File: src/rtl/sp_pkg.sv
// rtl/sp_pkg.sv - shared types and encodings for the stack pointer unit
package sp_pkg;

    // Fault FSM states: normal operation, latched overflow, latched underflow
    typedef enum logic [1:0] {
        SP_RUN = 2'd0,
        SP_OVF = 2'd1,
        SP_UNF = 2'd2
    } sp_state_e;

    // cfg_sel encodings for the bound register write port
    localparam logic SP_CFG_BASE  = 1'b0;
    localparam logic SP_CFG_LIMIT = 1'b1;

endpackage

File: src/rtl/sp_fault_fsm.sv
// rtl/sp_fault_fsm.sv - sticky overflow/underflow fault state machine
module sp_fault_fsm
    import sp_pkg::*;
(
    input  logic      clk,
    input  logic      reset,
    input  logic      push_fault,
    input  logic      pop_fault,
    input  logic      fault_clear,
    output sp_state_e state,
    output logic      overflow,
    output logic      underflow
);

    sp_state_e state_q;
    logic      overflow_q;
    logic      underflow_q;

    // Faults only enter from RUN; only fault_clear leaves a fault state
    always_ff @(posedge clk or posedge reset) begin
        if (reset) begin
            state_q     <= SP_RUN;
            overflow_q  <= 1'b0;
            underflow_q <= 1'b0;
        end else begin
            case (state_q)
                SP_RUN: begin
                    if (push_fault) begin
                        state_q    <= SP_OVF;
                        overflow_q <= 1'b1;
                    end else if (pop_fault) begin
                        state_q     <= SP_UNF;
                        underflow_q <= 1'b1;
                    end
                end
                SP_OVF, SP_UNF: begin
                    if (fault_clear) begin
                        state_q     <= SP_RUN;
                        overflow_q  <= 1'b0;
                        underflow_q <= 1'b0;
                    end
                end
                default: begin
                    state_q     <= SP_RUN;
                    overflow_q  <= 1'b0;
                    underflow_q <= 1'b0;
                end
            endcase
        end
    end

    assign state     = state_q;
    assign overflow  = overflow_q;
    assign underflow = underflow_q;

endmodule

File: src/rtl/stack_pointer_unit.sv
// rtl/stack_pointer_unit.sv - bounds-checked stack pointer with memory strobe (option: SP_SHADOW_EN)
module stack_pointer_unit
    import sp_pkg::*;
#(
    parameter int               WIDTH       = 16,
    parameter logic [WIDTH-1:0] RESET_SP    = {WIDTH{1'b1}},
    parameter logic [WIDTH-1:0] RESET_LIMIT = '0
) (
    input  logic             clk,
    input  logic             reset,
    input  logic             load_sp,
    input  logic             push,
    input  logic             pop,
    input  logic             cfg_we,
    input  logic             cfg_sel,
    input  logic [WIDTH-1:0] cfg_data,
    input  logic             lock,
    input  logic             fault_clear,
    input  logic [WIDTH-1:0] sp_data_in,
`ifdef SP_SHADOW_EN
    input  logic             ctx_sel,
`endif
    output logic [WIDTH-1:0] sp_data_out,
    output logic             mem_valid,
    output logic             mem_we,
    output logic [WIDTH-1:0] mem_addr,
    output logic             overflow,
    output logic             underflow,
    output logic             fault,
    output logic             invalid_write
);

    logic [WIDTH-1:0] base_q;
    logic [WIDTH-1:0] limit_q;
    logic             mem_valid_q;
    logic             mem_we_q;
    logic [WIDTH-1:0] mem_addr_q;
    logic             invalid_q;

    logic [WIDTH-1:0] sp_cur;
    logic [WIDTH-1:0] sp_d;
    logic             sp_wr;

    sp_state_e        fsm_state;
    logic             in_run;
    logic             load_acc;
    logic             op_push;
    logic             op_pop;
    logic             push_ok;
    logic             pop_ok;
    logic             push_fault;
    logic             pop_fault;
    logic             invalid_d;

    assign in_run   = (fsm_state == SP_RUN);
    assign load_acc = load_sp & ~lock;

    // A push or pop is only considered when no load wins the cycle and the unit is not faulted
    assign op_push    = ~load_acc & in_run & push & ~pop;
    assign op_pop     = ~load_acc & in_run & pop & ~push;
    assign push_ok    = op_push & (sp_cur != limit_q);
    assign push_fault = op_push & (sp_cur == limit_q);
    assign pop_ok     = op_pop & (sp_cur != base_q);
    assign pop_fault  = op_pop & (sp_cur == base_q);

    // Locked writes and push+pop collisions are rejected; one pulse covers all rejections in a cycle
    assign invalid_d = (lock & (load_sp | cfg_we)) | (~load_acc & in_run & push & pop);

    // Next SP value for the active context
    always_comb begin
        sp_d  = sp_cur;
        sp_wr = 1'b0;
        if (load_acc) begin
            sp_d  = sp_data_in;
            sp_wr = 1'b1;
        end else if (push_ok) begin
            sp_d  = sp_cur - 1'b1;
            sp_wr = 1'b1;
        end else if (pop_ok) begin
            sp_d  = sp_cur + 1'b1;
            sp_wr = 1'b1;
        end
    end

`ifdef SP_SHADOW_EN
    logic [WIDTH-1:0] sp0_q;
    logic [WIDTH-1:0] sp1_q;

    assign sp_cur = ctx_sel ? sp1_q : sp0_q;

    // Only the context selected this cycle is updated; the other one holds
    always_ff @(posedge clk or posedge reset) begin
        if (reset) begin
            sp0_q <= RESET_SP;
            sp1_q <= RESET_SP;
        end else if (sp_wr) begin
            if (ctx_sel) begin
                sp1_q <= sp_d;
            end else begin
                sp0_q <= sp_d;
            end
        end
    end
`else
    logic [WIDTH-1:0] sp_q;

    assign sp_cur = sp_q;

    // Single stack pointer register
    always_ff @(posedge clk or posedge reset) begin
        if (reset) begin
            sp_q <= RESET_SP;
        end else if (sp_wr) begin
            sp_q <= sp_d;
        end
    end
`endif

    // Bound registers; lock blocks writes, and the new value takes effect next cycle
    always_ff @(posedge clk or posedge reset) begin
        if (reset) begin
            base_q  <= RESET_SP;
            limit_q <= RESET_LIMIT;
        end else if (cfg_we && !lock) begin
            if (cfg_sel == SP_CFG_BASE) begin
                base_q <= cfg_data;
            end else begin
                limit_q <= cfg_data;
            end
        end
    end

    // Memory strobe: one-cycle pulse per accepted access; address and direction hold between accesses
    always_ff @(posedge clk or posedge reset) begin
        if (reset) begin
            mem_valid_q <= 1'b0;
            mem_we_q    <= 1'b0;
            mem_addr_q  <= '0;
            invalid_q   <= 1'b0;
        end else begin
            mem_valid_q <= push_ok | pop_ok;
            invalid_q   <= invalid_d;
            if (push_ok) begin
                mem_we_q   <= 1'b1;
                mem_addr_q <= sp_cur - 1'b1;
            end else if (pop_ok) begin
                mem_we_q   <= 1'b0;
                mem_addr_q <= sp_cur;
            end
        end
    end

    sp_fault_fsm u_fault_fsm (
        .clk         (clk),
        .reset       (reset),
        .push_fault  (push_fault),
        .pop_fault   (pop_fault),
        .fault_clear (fault_clear),
        .state       (fsm_state),
        .overflow    (overflow),
        .underflow   (underflow)
    );

    assign sp_data_out   = sp_cur;
    assign mem_valid     = mem_valid_q;
    assign mem_we        = mem_we_q;
    assign mem_addr      = mem_addr_q;
    assign fault         = overflow | underflow;
    assign invalid_write = invalid_q;

endmodule

File: config.mk
export PLATFORM = sky130hd
export DESIGN_NAME = stack_pointer_unit
export DESIGN_NICKNAME = d
export VERILOG_FILES = /design/src/rtl/sp_pkg.sv /design/src/rtl/sp_fault_fsm.sv /design/src/rtl/stack_pointer_unit.sv
export SDC_FILE = /design/constraint.sdc
export NUM_CORES = 1
export LEC_CHECK = 0
export BUFFER_PORTS_ARGS = -buffer_cell sky130_fd_sc_hd__buf_2
export CORE_MARGIN = 3
export CORE_UTILIZATION = 45
export DETAILED_ROUTE_END_ITERATION = 7
export PLACE_DENSITY = 0.75
export SLEW_MARGIN = 20
export SYNTH_ARGS = -nofsm -noshare
export SYNTH_HDL_FRONTEND = slang
export SYNTH_SLANG_ARGS = --single-unit
File: constraint.sdc
create_clock -name clk -period 2.7 [get_ports clk]
set_input_delay 0.27 -clock clk [delete_from_list [all_inputs] [get_ports clk]]
set_output_delay 0.27 -clock clk [all_outputs]
set_load 0.005 [all_outputs]
==> flow_summary.yaml, run 1 <==
clock_tree:
  h-tree-depth: 3
  path_clk_slew_ns: 0.08
  root_buffer: "clkbuf_8"
  cts_buffers: 9
  tritoncts: "yes"
  insertion_delay_ns: 0.35
  cts_setup_buffers: 0
  clock-sinks: 71
  clock_path_buffers: 2
placed_design:
  detailedPlacementHpwl_um: 7905
  dpl_worst_slack_ns: 0.2124
  postPlaceCellArea_mm2: 0.004527
  portBuffers: 78
  gp_congestion: 0.8802
  dp_cells: 577
cells_and_area:
  drive_gt1_frac: 0.3934
  utilization: 0.5698
  fin_nets: 527
  fin_area_mm2: 0.004776
  diodes: 0
  area_growth_pct: 20.07
  stdcell_count: 593
  layout.cells.most_common: "buf_2"
  final_cell_mix: "78 x buf_2, 40 x nor2_1, 39 x dfrtp_1"
timing:
  drv_slew: 0
  period_minus_slack_ns: 2.522
  setup_tns_ns: 0
  hold_viol: 0
  post-route-period-util: 0.9341
  relSlewSlack: 0.3364
  finClkSkew_ns: 0.01233
  rsz0062_at_grt: "false"
  worst_pin_slew_ns: 0.9953
  timing.hold.ws_ns: 0.001212
  report.final.setup_viol: 0
  layout_setup_ws_ns: 0.1780
  max_freq_ghz: 0.3965
logic_synthesis:
  synth_seq_area_share: 0.4567
  synthArstFlopShare: 1.000
  synth-seq-cells: 71
  netlist_top_cells_area: "dfrtp_1 25%, dfstp_2 21%, mux2_2 9.6%"
  synth_top_area_frac: 0.2454
  synth_area_leader_cell: "dfrtp_1"
  netlist_instances: 400
  synth_fp_nets: 444
  synth_cell_types: 51
  yosys_warnings: 0
  synth_edf_count: 0
  avgSynthCellArea_um2: 9.944
  synth_top_flop_cell: "dfrtp_1"
  synth_area_mm2: 0.003978
die:
  start_util: 0.4745
  dieArea_mm2: 0.01000
  die_width_um: 100.0
  io_pins: 79
  die_y_um: 100.0
  coreArea_mm2: 0.008382
  core.rowCount: 33
critical_path:
  cp-endpoint: "sp_data_out[8]$_DFFE_PP1P_"
  startpoint: "sp_data_out[11]$_DFFE_PP1P_"
  required_ns: 2.96
  crit_fanout: 14
  r2r_start: "sp_data_out[11]$_DFFE_PP1P_"
  cp-end-kind: "register"
  r2r_slack_ns: 0.18
  r2r_end: "sp_data_out[8]$_DFFE_PP1P_"
  critical_path_class: "reg2reg"
  cp.arrival_ns: 2.78
  crit_path_start_kind: "register"
  worst_r2r_path_depth: 8
global_routing:
  grt_most_used_layer: "met2"
  grt_pass1_vias: 3440
  grtUsageMet3: 0.03961
  grt_max_degree: 29
  antenna_found_initial: 0
  met2_usage: 0.3499
  overflow: 0
  grt_use_total: 0.2159
  grt_pass1_wl_um: 16980
  use_met1: 0.2914
run:
  maxCapViolCount: 0
status:
  status: "completed"
drt:
  wl_per_cell_um: 17.51
  drc: 0
  final_antenna_net_count: 0
  viasPerCell: 5.720
  totalWireLength_um: 10390
  drtIter0Drc: 207
  vias: 3392
  first_pass_iters: 5
power:
  leakagePower_nw: 2.092
  power.total_mw: 3.463
  vdd_drop_max_uv: 359.5
  powerDensity_mw_per_mm2: 725.0
worst_hold_path:
  worstHoldPathType: "in2async"
==> where the power goes <==
| group | internal [mW] | switching, mW | total (mW) | leakage [nW] |
|---|---|---|---|---|
| clock | 0.623 | 0.403 | 1.03 | 0.123 |
| combinational | 0.441 | 0.423 | 0.864 | 1.16 |
| sequential | 1.34 | 0.237 | 1.57 | 0.812 |
==> Yosys cell counts, types with 4 or more instances <==
cell,number
a211oi_1,4
a21o_1,4
a21oi_1,12
a31oi_1,10
a32oi_1,5
and3_1,5
buf_2,12
clkbuf_1,11
dfrtp_1,39
dfstp_2,32
inv_1,15
mux2_2,34
mux2i_1,7
nand2_1,29
nand2b_1,6
nand3_1,13
nand4_1,9
nor2_1,40
nor3_1,4
o211ai_1,4
o21ai_0,23
or3_1,8
xnor2_1,35
==> kinds of logic (layout without fill, tap and decap cells) <==
logic type                 after synthesis  count (layout)  synth area share
AOI/OAI and AO/OA                       74              74            0.1183
muxes                                   41              41            0.1139
DFF                                     71              71            0.4567
xor gates and xnor gates                37              37           0.08147
and+or+nand+nor                        131             131            0.1711
adders and majority gates                3               3          0.009438
buffers and inverters                   43             131           0.04907
==> cell type report <==
type / count / area [um2]
clock buffers: 14 / 182.7
fillers: 727 / 3606
clock inverters: 2 / 60.06
flip-flops and latches: 71 / 1817
inverters: 16 / 60.06
well taps: 105 / 131.4
repair buffers: 99 / 548.0
multi-input cells: 286 / 1977
==> per-layer routing <==
metal  wire length [um]  vias up
li1                   -     1576
met1               4476     1656
met2               4927      142
met3                774       18
met4                206        0
met5                  0        -
==> flip-flops by register name, indices dropped and copies added, names as in the netlist, 2 cells and up <==
name,flops
base_q,16
mem_addr,16
limit_q,16
sp_data_out,16
u_fault_fsm.state,2
==> what timing repair did <==
item,4_1_cts,5_1_grt
endpoints found under the setup margin,0,1
hold buffers,0,0
gates resized for setup,0,1
==> how the worst min path moves through the flow <==
| stage | from | endpoint | cells past startpoint |
|---|---|---|---|
| finish | reset | u_fault_fsm.overflow$_DFFE_PP0P_ | 2 |
| global route | reset | invalid_write$_DFF_PP0_ | 2 |
| CTS | reset | invalid_write$_DFF_PP0_ | 2 |
| floorplan | sp_data_in[2] | sp_data_out[2]$_DFFE_PP1P_ | 2 |
| global placement | reset | limit_q[7]$_DFFE_PP0P_ | 2 |
| detailed placement | reset | limit_q[7]$_DFFE_PP0P_ | 2 |
==> worst max-delay path: stages, from the launching register on <==
cell and delay [ns]:
dfstp_2 0.65, xnor2_1 0.17, nand4_1 0.16, nor4_2 0.33, nand2b_1 0.26, buf_4 0.27
mux2i_1 0.25, mux2i_1 0.10, a211oi_1 0.24
(Power assumes the default switching activity.)
==> inputs of run 2 (changes only) <==
- ABC_AREA: not set -> 1
- CORE_UTILIZATION: 45 -> 40
- PLACE_DENSITY: 0.75 -> 0.68
- SETUP_SLACK_MARGIN: not set -> 0.2
==> run 2 against run 1 <==
Against the previous run: critical endpoint is now sp_data_out[5]$_DFFE_PP1P_; clock power decreased by 29%; final cell count rose by 42%; largest power group unchanged; routed wire length grew 9.9%; first-iteration DRC count increased by 18%; synthesized cell count grew 58%.
==> flow_summary.yaml, run 2 <==
cells_and_area:
  area_growth_pct: 14.92
  layout.cells.most_common: "nand2_1"
  fin_nets: 745
  stdcell_count: 842
  fin_area_mm2: 0.005069
  fillers: 1097
  diodes: 0
  final_cell_mix: "219 x nand2_1, 81 x nand3_1, 78 x buf_2"
  utilization: 0.4823
  drive_gt1_frac: 0.2450
drt:
  final_antenna_net_count: 0
  vias: 4054
  viasPerCell: 4.815
  wl_per_cell_um: 13.55
  drc: 0
  totalWireLength_um: 11410
  first_pass_iters: 4
  drtIter0Drc: 245
logic_synthesis:
  synth_edf_count: 0
  synth_area_leader_cell: "dfrtp_1"
  synth_cell_types: 26
  synth-seq-cells: 71
  synth_top_flop_cell: "dfrtp_1"
  synth_seq_area_share: 0.4119
  synthArstFlopShare: 1.000
  synth_common_cells: "219 x nand2_1, 81 x nand3_1, 56 x inv_1"
  netlist_instances: 631
  synth_top_area_frac: 0.2213
  yosys_warnings: 0
  netlist_top_cells_area: "dfrtp_1 22%, dfstp_2 19%, nand2_1 19%"
  synth_fp_nets: 675
  avgSynthCellArea_um2: 6.990
  synth.most_common_cell: "nand2_1"
  synth_area_mm2: 0.004410
timing:
  period_minus_slack_ns: 2.279
  layout_setup_ws_ns: 0.4207
  post-route-period-util: 0.8442
  timing.hold.ws_ns: 0.03619
  worst_pin_slew_ns: 0.7199
  finClkSkew_ns: 0.01117
  report.final.setup_viol: 0
  max_freq_ghz: 0.4387
  setup_tns_ns: 0
  rsz0062_at_grt: "false"
  hold_viol: 0
  relSlewSlack: 0.5193
  drv_slew: 0
clock_tree:
  tritoncts: "yes"
  cts_buffers: 9
  insertion_delay_ns: 0.35
  ctsHoldBuffers: 0
  clock-sinks: 71
  root_buffer: "clkbuf_8"
  clock_path_buffers: 2
  h-tree-depth: 3
  path_clk_slew_ns: 0.07
power:
  power.total_mw: 3.923
  vdd_drop_max_uv: 313.8
  powerDensity_mw_per_mm2: 773.9
  leakagePower_nw: 2.707
die:
  start_util: 0.4197
  io_pins: 79
  coreArea_mm2: 0.01051
  core.rowCount: 37
  dieArea_mm2: 0.01232
  die_width_um: 111.0
  die_y_um: 111.0
critical_path:
  path_common_cell: "nand2_1"
  crit_path_start_kind: "register"
  cp_slowest_cell: "dfstp_2"
  cp-end-kind: "register"
  path_buf_inv: 2
  cp.arrival_ns: 2.57
  crit_fanout: 19
  max_stage_delay_ns: 0.67
  critical_path_class: "reg2reg"
  cp_cell_sequence: "inv_2 -> nand2_1 -> nand2_1 -> nor2_1 -> nand2_1 -> nor2_2 -> nand2_4 -> nand2_8 -> nand3_4 -> inv_6 -> nand2_1 -> nand2_1"
  crit_family: "simple AND/OR/NAND/NOR gates"
  required_ns: 2.99
placed_design:
  postPlaceCellArea_mm2: 0.004880
  gp_congestion: 0.8740
  detailedPlacementHpwl_um: 9093
  dpl_worst_slack_ns: 0.3868
  portBuffers: 78
  dp_cells: 823
global_routing:
  overflow: 0
  grt_use_total: 0.1934
  grt_pass1_wl_um: 19580
  antenna_found_initial: 0
  grt_max_degree: 39
  grt_pass1_vias: 3894
status:
  status: "completed"
run:
  maxCapViolCount: 0
worst_hold_path:
  worstHoldPathType: "in2async"
[run 2: report_power, final]
part / internal, mW / switching [mW]
logic: 0.598 / 0.834
registers: 1.41 / 0.346
clock network: 0.357 / 0.374
total: 2.37 / 1.55
[run 2: routing by layer]
layer	vias to the layer above	part of all wire	GRT usage
met5	-	0	0
met4	0	0.023	0.08210
met3	17	0.061	0.02893
met2	115	0.43	0.2844
met1	1828	0.49	0.2822
li1	2094	-	-
[run 2: layout make-up]
cell class	instances	area, um2	share of cell area
Clock inverter	2	10.01	0.001975
Multi-Input combinational cell	458	2162	0.4266
Sequential cell	71	1817	0.3584
Inverter	73	279.0	0.05505
Clock buffer	14	152.6	0.03012
Tap cell	136	170.2	0.03357
Timing Repair Buffer	88	478.0	0.09430
[run 2: kinds of logic after synthesis]
kind of cell | Yosys count | share of synthesized area
fa+ha+maj | 3 | 0.008512
simple gates | 379 | 0.3699
flops | 71 | 0.4119
buf+inv | 102 | 0.09787
xor+xnor | 30 | 0.05957
compound gates | 46 | 0.05220
[run 2: path summary, 6_finish.rpt]
check / startpoint / end / slack [ns] / cells after the start
worst max-delay path: sp_data_out[12]$_DFFE_PP1P_ / sp_data_out[5]$_DFFE_PP1P_ / 0.42 / 12
worst min-delay path: reset / limit_q[5]$_DFFE_PP0P_ / 0.04 / 2
worst max register to register: sp_data_out[12]$_DFFE_PP1P_ / sp_data_out[5]$_DFFE_PP1P_ / 0.42 / 12
worst min register to register: mem_addr[4]$_DFFE_PP0P_ / mem_addr[4]$_DFFE_PP0P_ / 0.48 / 2
max in group asynchronous: reset / sp_data_out[5]$_DFFE_PP1P_ / 1.96 / 3
min in group clk: cfg_data[7] / base_q[7]$_DFFE_PP1P_ / 0.15 / 3
[run 2: worst register-to-register path, cell delays in order (launching register included)]
cell and delay [ns]:
dfstp_2 0.67, inv_2 0.12, nand2_1 0.07, nand2_1 0.05, nor2_1 0.12, nand2_1 0.08
nor2_2 0.18, nand2_4 0.17, nand2_8 0.17, nand3_4 0.23, inv_6 0.20, nand2_1 0.08
nand2_1 0.07
[run 2: timing repair]
| action | in CTS | in global routing |
|---|---|---|
| endpoints found under the setup margin | 0 | 15 |
| setup buffers | 0 | 3 |
| gates resized for setup | 0 | 2 |
